### src/rtl/mux_scan_sampler.sv
// Scans a 4:1 bit mux one channel at a time and packs the sampled bits into a word with a valid/ready output.
// Optional free-running mode: define MUX_SCAN_AUTO_EN to start scans automatically and ignore the start port.
module mux_scan_sampler #(
  parameter int N_CH   = 4,
  parameter int SEL_W  = 2,
  parameter int SETTLE = 2
) (
  input  logic             clk,
  input  logic             rst,
  input  logic             start,
  output logic [SEL_W-1:0] sel,
  input  logic             f_in,
  output logic             busy,
  output logic [N_CH-1:0]  data,
  output logic             valid,
  input  logic             ready
);

  localparam int CNT_W = $clog2(SETTLE) + 1;

  localparam logic [1:0] S_IDLE   = 2'd0;
  localparam logic [1:0] S_SETTLE = 2'd1;
  localparam logic [1:0] S_OUT    = 2'd2;

  localparam logic [CNT_W-1:0] CNT_LAST = CNT_W'(SETTLE - 1);
  localparam logic [SEL_W-1:0] SEL_LAST = SEL_W'(N_CH - 1);

  logic [1:0]       r_state;
  logic [CNT_W-1:0] r_cnt;
  logic [N_CH-1:0]  r_shadow;

  logic             w_start;
  logic             w_sample;
  logic [N_CH-1:0]  w_word;

`ifdef MUX_SCAN_AUTO_EN
  assign w_start = 1'b1;
`else
  assign w_start = start;
`endif

  // The sample edge is the last cycle of the settle window for the current channel.
  assign w_sample = (r_state == S_SETTLE) && (r_cnt == CNT_LAST);

  // NOTE: the shadow copy is assigned first so the single-bit overwrite below never leaves w_word unassigned (no latch).
  always_comb begin
    w_word      = r_shadow;
    w_word[sel] = f_in;
  end

  // NOTE: every register here uses non-blocking assignment so all state updates see pre-edge values.
  always_ff @(posedge clk or posedge rst) begin
    if (rst) begin
      r_state  <= S_IDLE;
      r_cnt    <= '0;
      r_shadow <= '0;
      sel      <= '0;
      busy     <= 1'b0;
      valid    <= 1'b0;
      data     <= '0;
    end else begin
      case (r_state)
        S_IDLE: begin
          sel <= '0;
          if (w_start) begin
            r_state <= S_SETTLE;
            r_cnt   <= '0;
            busy    <= 1'b1;
          end
        end

        S_SETTLE: begin
          if (w_sample) begin
            r_shadow <= w_word;
            r_cnt    <= '0;
            if (sel == SEL_LAST) begin
              r_state <= S_OUT;
              data    <= w_word;
              valid   <= 1'b1;
              sel     <= '0;
            end else begin
              sel <= sel + SEL_W'(1);
            end
          end else begin
            r_cnt <= r_cnt + CNT_W'(1);
          end
        end

        S_OUT: begin
          // Start is honoured here only together with the handshake; otherwise it is dropped.
          if (ready) begin
            valid <= 1'b0;
            if (w_start) begin
              r_state <= S_SETTLE;
              r_cnt   <= '0;
              sel     <= '0;
            end else begin
              r_state <= S_IDLE;
              busy    <= 1'b0;
            end
          end
        end

        default: begin
          r_state <= S_IDLE;
          r_cnt   <= '0;
          sel     <= '0;
          busy    <= 1'b0;
          valid   <= 1'b0;
        end
      endcase
    end
  end

endmodule

### config.mk
export PLATFORM = sky130hd
export DESIGN_NAME = mux_scan_sampler
export DESIGN_NICKNAME = d
export VERILOG_FILES = /design/src/rtl/mux_scan_sampler.sv
export SDC_FILE = /design/constraint.sdc
export NUM_CORES = 1
export LEC_CHECK = 0
export CAP_MARGIN = 25
export CORE_MARGIN = 2
export CORE_UTILIZATION = 49
export CTS_BUF_LIST = sky130_fd_sc_hd__clkbuf_16
export CTS_CLUSTER_DIAMETER = 120
export DETAILED_ROUTE_END_ITERATION = 7
export PLACE_DENSITY = 0.85
export REMOVE_ABC_BUFFERS = 1
export SYNTH_ARGS = -nofsm -noshare
export SYNTH_HDL_FRONTEND = slang
export SYNTH_SLANG_ARGS = --single-unit
### constraint.sdc
create_clock -name clk -period 1.5 [get_ports clk]
set_input_delay 0.45 -clock clk [delete_from_list [all_inputs] [get_ports clk]]
set_output_delay 0.45 -clock clk [all_outputs]
set_load 0.1 [all_outputs]
Word level (Yosys, flattened, before mapping)

Cells that the tools add are included.

Register bits after elaboration: 16
Input port bits: 5
Output and inout bits: 8
Logic and storage cells: 58

$add $sub $neg: 2
Order comparisons: 2
Equal/unequal tests: 10
Multiplexer cells: 26
Bitwise logic cells: 2
Reduce and logical (&&, ||, !) cells: 9

Operator list:

| cell                                                       | count |
|---|---|
| 2-to-1 mux 2 bit                                           | 11 |
| one-hot mux 2 bit (3 select lines)                         | 2 |
| AND reduction 4 bit                                        | 3 |
| != test 2 bit, second input constant                       | 5 |
| 2-to-1 mux 1 bit                                           | 8 |
| one-hot mux 1 bit (3 select lines)                         | 2 |
| AND reduction 3 bit                                        | 2 |
| adder 2 x 1 -> 2 bit, second input constant                | 2 |
| bitwise mux 4 bit                                          | 1 |
| == test 2 x 1 -> 1 bit, second input constant              | 2 |
| == test 2 bit, second input constant                       | 2 |
| one-hot mux 2 bit (2 select lines)                         | 1 |
| less-than comparator 2 x 3 -> 1 bit, second input constant | 1 |
| demux 1 bit (select 2 bit)                                 | 1 |
| >= comparator 2 x 1 -> 1 bit, second input constant        | 1 |
| logical AND 1 bit                                          | 2 |
| logical NOT 2 bit                                          | 1 |
| != test 2 x 1 -> 1 bit, second input constant              | 1 |
| inverter 1 bit                                             | 2 |
| AND reduction 2 bit                                        | 1 |

Logic depth before layout (Yosys ltp)

Gate-level depths: netlist of the first run.

Depth in word-level cells: 5
Gate-level depth with buffers: 4
Gate-level depth less buffers: 4

Worst setup path after synthesis of the first run

Ideal clock, no wire load.

Kind: reg-to-reg
Start point: register sel[0]
End point: register data[3]
Library setup time: 0.126 ns
Arrival time: 1.870 ns
Required time: 1.374 ns
Slack: -0.496 ns
Stages on the path, launching flop included: 5
Buffers on the path: 1
Period minus slack after synthesis: 1.996 ns
Cells stage by stage: dfrtp_1 > ha_1 > clkbuf_1 > nand2_1 > mux2_2

Word-level cells in the longest chain between the ends: 5
Elaborated cells between the ends (all ways): 8
Classes of those cells: 2 x order compare; 1 x eq/ne; 3 x mux; 2 x reduce/logical

RTL lines:

| item                                                                                                      | RTL line | text |
|---|---|---|
| start, declared                                                                                           | 11       | `output logic [SEL_W-1:0] sel,` |
| start signal, assigned                                                                                    | 82       | `sel <= sel + SEL_W'(1);` |
| less-than comparator 2 x 3 -> 1 bit (not written as such) or >= comparator 2 x 1 -> 1 bit (tied branches) | 48       | `w_word[sel] = f_in;` |
| logical AND 1 bit (not written as such)                                                                   | 48       |  |
| 2-to-1 mux 1 bit (not written as such)                                                                    | 48       |  |
| demux 1 bit (select 2 bit)                                                                                | 48       |  |
| bitwise mux 4 bit                                                                                         | 48       |  |
| end signal, assigned                                                                                      | 78       | `data <= w_word;` |
| end, declared                                                                                             | 14       | `output logic [N_CH-1:0] data,` |

Parallel ways exist; a longest one is shown, timed or not.
A chain may end at the register's enable or synchronous reset.

Worst setup path in the final report of the first run

Start point: register sel[0]
End point: output port sel[0]

No word-level cell between the ends.

==> results of run 1 <==
[cell usage after synthesis (all sizes together) (2+ instances only)]
cell    number
mux2         5
a21oi        5
ha           4
a31oi        4
nand2b       3
o21ai        2
dfrtp       15
nand2        8
mux2i        4
inv          6
[layer usage]
metal  share of wire (%)  wire (um)  track usage [%]
met5                   0          0                0
met4                0.51          8             4.85
met3                 3.4         53             3.75
met2                  51        798             33.2
met1                  45        699             23.2
[worst register-to-register path, stage by stage, from the launching register on]
cell,delay [ps]
dfrtp_1,450
and4bb_1,250
buf_4,160
nand2_1,90
mux2_2,330
[flip-flops by register name (all words and copies together) (netlist names)]
name	count
busy	1
data	4
r_cnt	2
r_shadow	3
r_state	2
sel	2
valid	1
[final timing paths]
check | startpoint | end | slack, ps | depth (start not counted)
setup / recovery | sel[0]$_DFFE_PP0P_ | sel[0] | 70 | 2
hold / removal | rst | data[3]$_DFFE_PP0P_ | 510 | 3
setup reg to reg | r_state[0]$_DFFE_PP0P_ | data[3]$_DFFE_PP0P_ | 110 | 4
hold reg to reg | r_shadow[0]$_DFFE_PP0P_ | r_shadow[0]$_DFFE_PP0P_ | 510 | 1
max in group asynchronous | rst | r_shadow[0]$_DFFE_PP0P_ | 810 | 3
min in group clk | r_shadow[0]$_DFFE_PP0P_ | r_shadow[0]$_DFFE_PP0P_ | 510 | 1
[metrics by stage]
stage | util, % | area, um^2 | hold slack [ps] | std cells
global route | 75.7 | 1130 | 531 | 108
CTS | 75.7 | 1130 | 513 | 108
floorplan | - | 761 | 351 | 67
finish | 75.7 | 1130 | 508 | 108
detailed placement | 70.4 | 1050 | 500 | 104
global placement | 70.4 | 1050 | 493 | 104
[logic make-up (layout without fill, tap and decap cells)]
logic type / Yosys count / in the layout
AO/OA/AOI/OAI: 17 / 17
flip-flops: 15 / 15
AND/OR/NAND/NOR: 16 / 16
adder cells (fa/ha/maj): 4 / 4
multiplexers: 9 / 9
buffers and inverters: 8 / 31
[layout make-up]
| type | instances | area share [%] |
|---|---|---|
| Sequential cell | 15 | 33.3 |
| Clock inverter | 1 | 0.333 |
| Multi-Input combinational cell | 46 | 32.2 |
| Timing Repair Buffer | 21 | 23.8 |
| Clock buffer | 3 | 6.66 |
| Tap cell | 16 | 1.78 |
| Inverter | 6 | 2.00 |
==> reports/qor.yml, run 1 <==
core_mm2: 0.00149
synth_edf_count: 0
period_share_pct: 95.4
critPathArrivalTime_ps: 980
vias: 572
ant_nets: 0
hp-class: "input pin to async pin"
drtIter0Drc: 9
path_clk_slew_ps: 50
ys_warn_count: 0
path_class: "flip-flop to output port"
diodes: 0
clock-root-buffer: "clkbuf_16"
setup_slack_ps: 68.6
initial_core_util_pct: 52.1
multi_input_area_um2: 363
cts_hold_buffers: 0
crit_path_start_kind: "flip-flop"
crit_chain: "buf_4, buf_12"
netlist_top_cells_area: "dfrtp_1 48%, ha_1 6.5%, mux2_4 5.8%"
rows: 14
place_congestion: 0.726
post_cts_resized: 0
final_common_cell: "dfrtp_1"
cts_tree: "built"
cp_slowest_cell: "dfrtp_1"
synth_cell_types: 25
rsz0062_at_grt: "false"
layout.nets: 102
tns_ps: 0
cp.buffers_inverters: 2
synthMuxAreaShare_pct: 13.9
yosys.area.top_type: "dfrtp_1"
synth_top_family_by_area: "compound AO/OA/AOI/OAI gates"
syn-instance-count: 69
cp_slowest_stage_delay_ps: 410
yosys_most_used_dff: "dfrtp_1"
min_period_ps: 1430
wirelength_um: 1560
worst_slew_pin_slew_ps: 265
pre_cts_slack_ps: -165
die-area_mm2: 0.00192
die_h_um: 43.8
synth-seq-cells: 15
ys_async_sr_fraction_pct: 100
slew_headroom_pct: 82.3
grt_max_degree: 16
port_buffers: 12
syn_area_um2: 776
grt_usage_pct: 18.8
hold_viol_final: 0
dr.pass1.iters: 4
synth-simple-area-share_pct: 11.8
cp-end-kind: "output port"
cts_made_buffers: 3
clk_latency_ps: 240
routedWlPerCell_um: 14.4
htreeDepth: 1
yosysSeqAreaShare_pct: 48.4
drc: 0
viasPerCell: 5.30
critical_path.max_fanout: 4
dp_hpwl_um: 1120
num-fill-cells: 94
drive_gt1_share_pct: 32.6
status: "finished, final reports clean"
setup_viol: 0
synth_top_area_share_pct: 48.4
ios: 13
overflow: 0
synthToLayoutAreaGrowth_pct: 45.3
syn_area_per_cell_um2: 11.2
required_ps: 1050
final_cell_mix: "15 x dfrtp_1, 9 x buf_4, 8 x buf_12"
cts_setup_buffers: 0
cts_sinks: 15
die_x_um: 43.8
grt_pass1_wl_um: 2700
slew_violations: 0
clk_path_buf_depth: 2
synth_adder_area_share_pct: 6.45
synth-xor-area-share_pct: 0
regArea_um2: 375
drv_cap: 0
cpLargestDelayFamily: "flip-flops"
max_freq_mhz: 699
skew_ps: 2.45
synth_compound_area_share_pct: 14.7
grt_pass1_vias: 615
antenna_found_initial: 0
Power of run 1 is not shown: default switching activity piles up to over one toggle a cycle in this logic, so the estimate is an artifact.
==> run 2, diff against run 1 <==
--- a/config.mk
+++ b/config.mk
@@ -13,6 +13,7 @@
 export DETAILED_ROUTE_END_ITERATION = 7
 export PLACE_DENSITY = 0.85
 export REMOVE_ABC_BUFFERS = 1
+export SKIP_LAST_GASP = 1
 export SYNTH_ARGS = -nofsm -noshare
 export SYNTH_HDL_FRONTEND = slang
 export SYNTH_SLANG_ARGS = --single-unit
==> results of run 2 <==
The final DEF is identical to that of run 1; final timing and power are the same.
Power of run 2 is left out for the same reason.
==> run 3, diff against run 2 <==
--- a/config.mk
+++ b/config.mk
@@ -5,6 +5,7 @@
 export SDC_FILE = /design/constraint.sdc
 export NUM_CORES = 1
 export LEC_CHECK = 0
+export ABC_CLOCK_PERIOD_IN_PS = 1350
 export CAP_MARGIN = 25
 export CORE_MARGIN = 2
 export CORE_UTILIZATION = 49
==> constraint.sdc (replaced) <==
create_clock -name clk -period 1.35 [get_ports clk]
set_input_delay 0.405 -clock clk [delete_from_list [all_inputs] [get_ports clk]]
set_output_delay 0.405 -clock clk [all_outputs]
set_load 0.1 [all_outputs]
==> run 3 against run 2 <==
  * The run now ends with setup timing left
  * Clock-buffer cell count is the same
  * Die area is the same
  * Global-route usage grew 1.9 points
  * First-iteration DRC count shrank 22%
  * Final cell count grew 8.3%
  * Sequential cell count is the same
  * Non-clock buffer count grew 9
  * Routed wire length grew 16%
  * Cell area grew 8.2%
  * Hold slack lost 37 ps
  * Worst setup slack lost 94 ps
  * Via count grew 11%
  * Largest cell class unchanged
==> reports/qor.yml, run 3 (synthesis results as in run 1) <==
status: "finished, violations left"
violations: "setup timing"
crit_cells: 2
die_x_um: 43.8
skew_ps: 3.70
r2r_end: "r_shadow[1]$_DFFE_PP0P_"
rsz0062_at_grt: "true"
die-area_mm2: 0.00192
reg2reg_from: "sel[1]$_DFFE_PP0P_"
setup_viol: 1
overflow: 0
cts_tree: "built"
drtIter0Drc: 7
initial_core_util_pct: 52.1
largest_reg_flops: 4
cp_slowest_stage_delay_ps: 430
critical_path.max_fanout: 4
cpLargestDelayFamily: "flip-flops"
rows: 14
diodes: 0
ant_nets: 0
place_congestion: 0.799
startpoint: "sel[0]$_DFFE_PP0P_"
hold_ws_ps: 470
antenna_found_initial: 0
setup_slack_ps: -25.0
top_register: "data"
dr.pass1.iters: 3
hp-class: "input pin to async pin"
critPathArrivalTime_ps: 970
cp_slowest_cell: "dfrtp_1"
period_share_pct: 102
wirelength_um: 1810
dp_cells: 108
clk_latency_ps: 240
core_mm2: 0.00149
hold_viol_final: 0
viasPerCell: 5.42
slew_violations: 0
max_freq_mhz: 727
grt_usage_pct: 20.7
critical_path.endpoint: "sel[0]"
drv_cap: 0
drive_gt1_share_pct: 41.6
crit_path_start_kind: "flip-flop"
path_clk_slew_ps: 50
port_buffers: 12
die_h_um: 43.8
place_area_mm2: 0.00108
required_ps: 950
vias: 634
grt_max_degree: 16
cp.buffers_inverters: 2
cp-end-kind: "output port"
grt_pass1_wl_um: 2880
layout.nets: 111
top_regs: "data: 4 flops, r_shadow: 3 flops"
crit_chain: "buf_6, buf_12"
pre_cts_slack_ps: -289
cts_made_buffers: 3
path_class: "flip-flop to output port"
rr_worst_depth: 4
worst_slew_pin_slew_ps: 266
drc: 0
htreeDepth: 1
rrSetupSlack_ps: 20
cts_sinks: 15
synthToLayoutAreaGrowth_pct: 57.3
dp_hpwl_um: 1190
routedWlPerCell_um: 15.5
grt_pass1_vias: 664
slew_headroom_pct: 82.2
ios: 13
num-fill-cells: 76
min_period_ps: 1370
clock-root-buffer: "clkbuf_16"
final_cell_mix: "15 x dfrtp_1, 15 x buf_4, 8 x buf_12"
fin_area_mm2: 0.00122
stdcell_count: 117
clk_path_buf_depth: 2
-- run 3: cell count changes in the layout (fill, tap and decap cells not counted), sizes merged --
cell / before / now
buf: 17 / 26
clkdlybuf4s50: 4 / 2
dlymetal6s2s: 0 / 2
-- run 3: what timing repair did --
action / CTS / global route
hold buffers: 0 / 0
pin swaps: 1 / 2
endpoints found under the setup margin: 2 / 9
resized for setup: 2 / 7
setup buffers: 2 / 3
-- run 3: tightest hold or removal path, delay by kind of cell --
kind	cells	cell delay, ps
buf+inv	3	660
-- run 3: layout make-up --
cell class / count / area [um^2] / area share, %
tap: 16 / 20.0 / 1.64
clock buffer: 3 / 75.1 / 6.15
inverter: 6 / 22.5 / 1.85
timing repair buffer: 30 / 352 / 28.8
multi-input combinational: 46 / 372 / 30.5
clock inverter: 1 / 3.75 / 0.308
sequential: 15 / 375 / 30.8
-- run 3: metal layers --
metal / vias up / track usage, % / part of all wire, %
met1: 314 / 21.8 / 40
met4: 0 / 9.09 / 1.3
met2: 13 / 38.8 / 56
met3: 4 / 4.17 / 2.5
li1: 303 / - / -
met5: - / 0 / 0
-- run 3: worst min path at each step --
stage                                        from                       to  cells past startpoint
after CTS                                     rst      data[3]$_DFFE_PP0P_                      3
after detailed placement  r_shadow[1]$_DFFE_PP0P_  r_shadow[1]$_DFFE_PP0P_                      1
after global routing      r_shadow[2]$_DFFE_PP0P_  r_shadow[2]$_DFFE_PP0P_                      1
final                                         rst      data[3]$_DFFE_PP0P_                      3
after floorplan                               rst         busy$_DFFE_PP0P_                      1
after global placement    r_shadow[1]$_DFFE_PP0P_  r_shadow[1]$_DFFE_PP0P_                      1
-- run 3: stage by stage --
step	TNS, ps	utilization (%)
after CTS	-11.7	79.2
after floorplan	-5150	-
after detailed placement	-1380	72.4
after global routing	-122	81.9
after global placement	-961	72.4
final	-25.0	81.9
Power of run 3 is left out for the same reason.
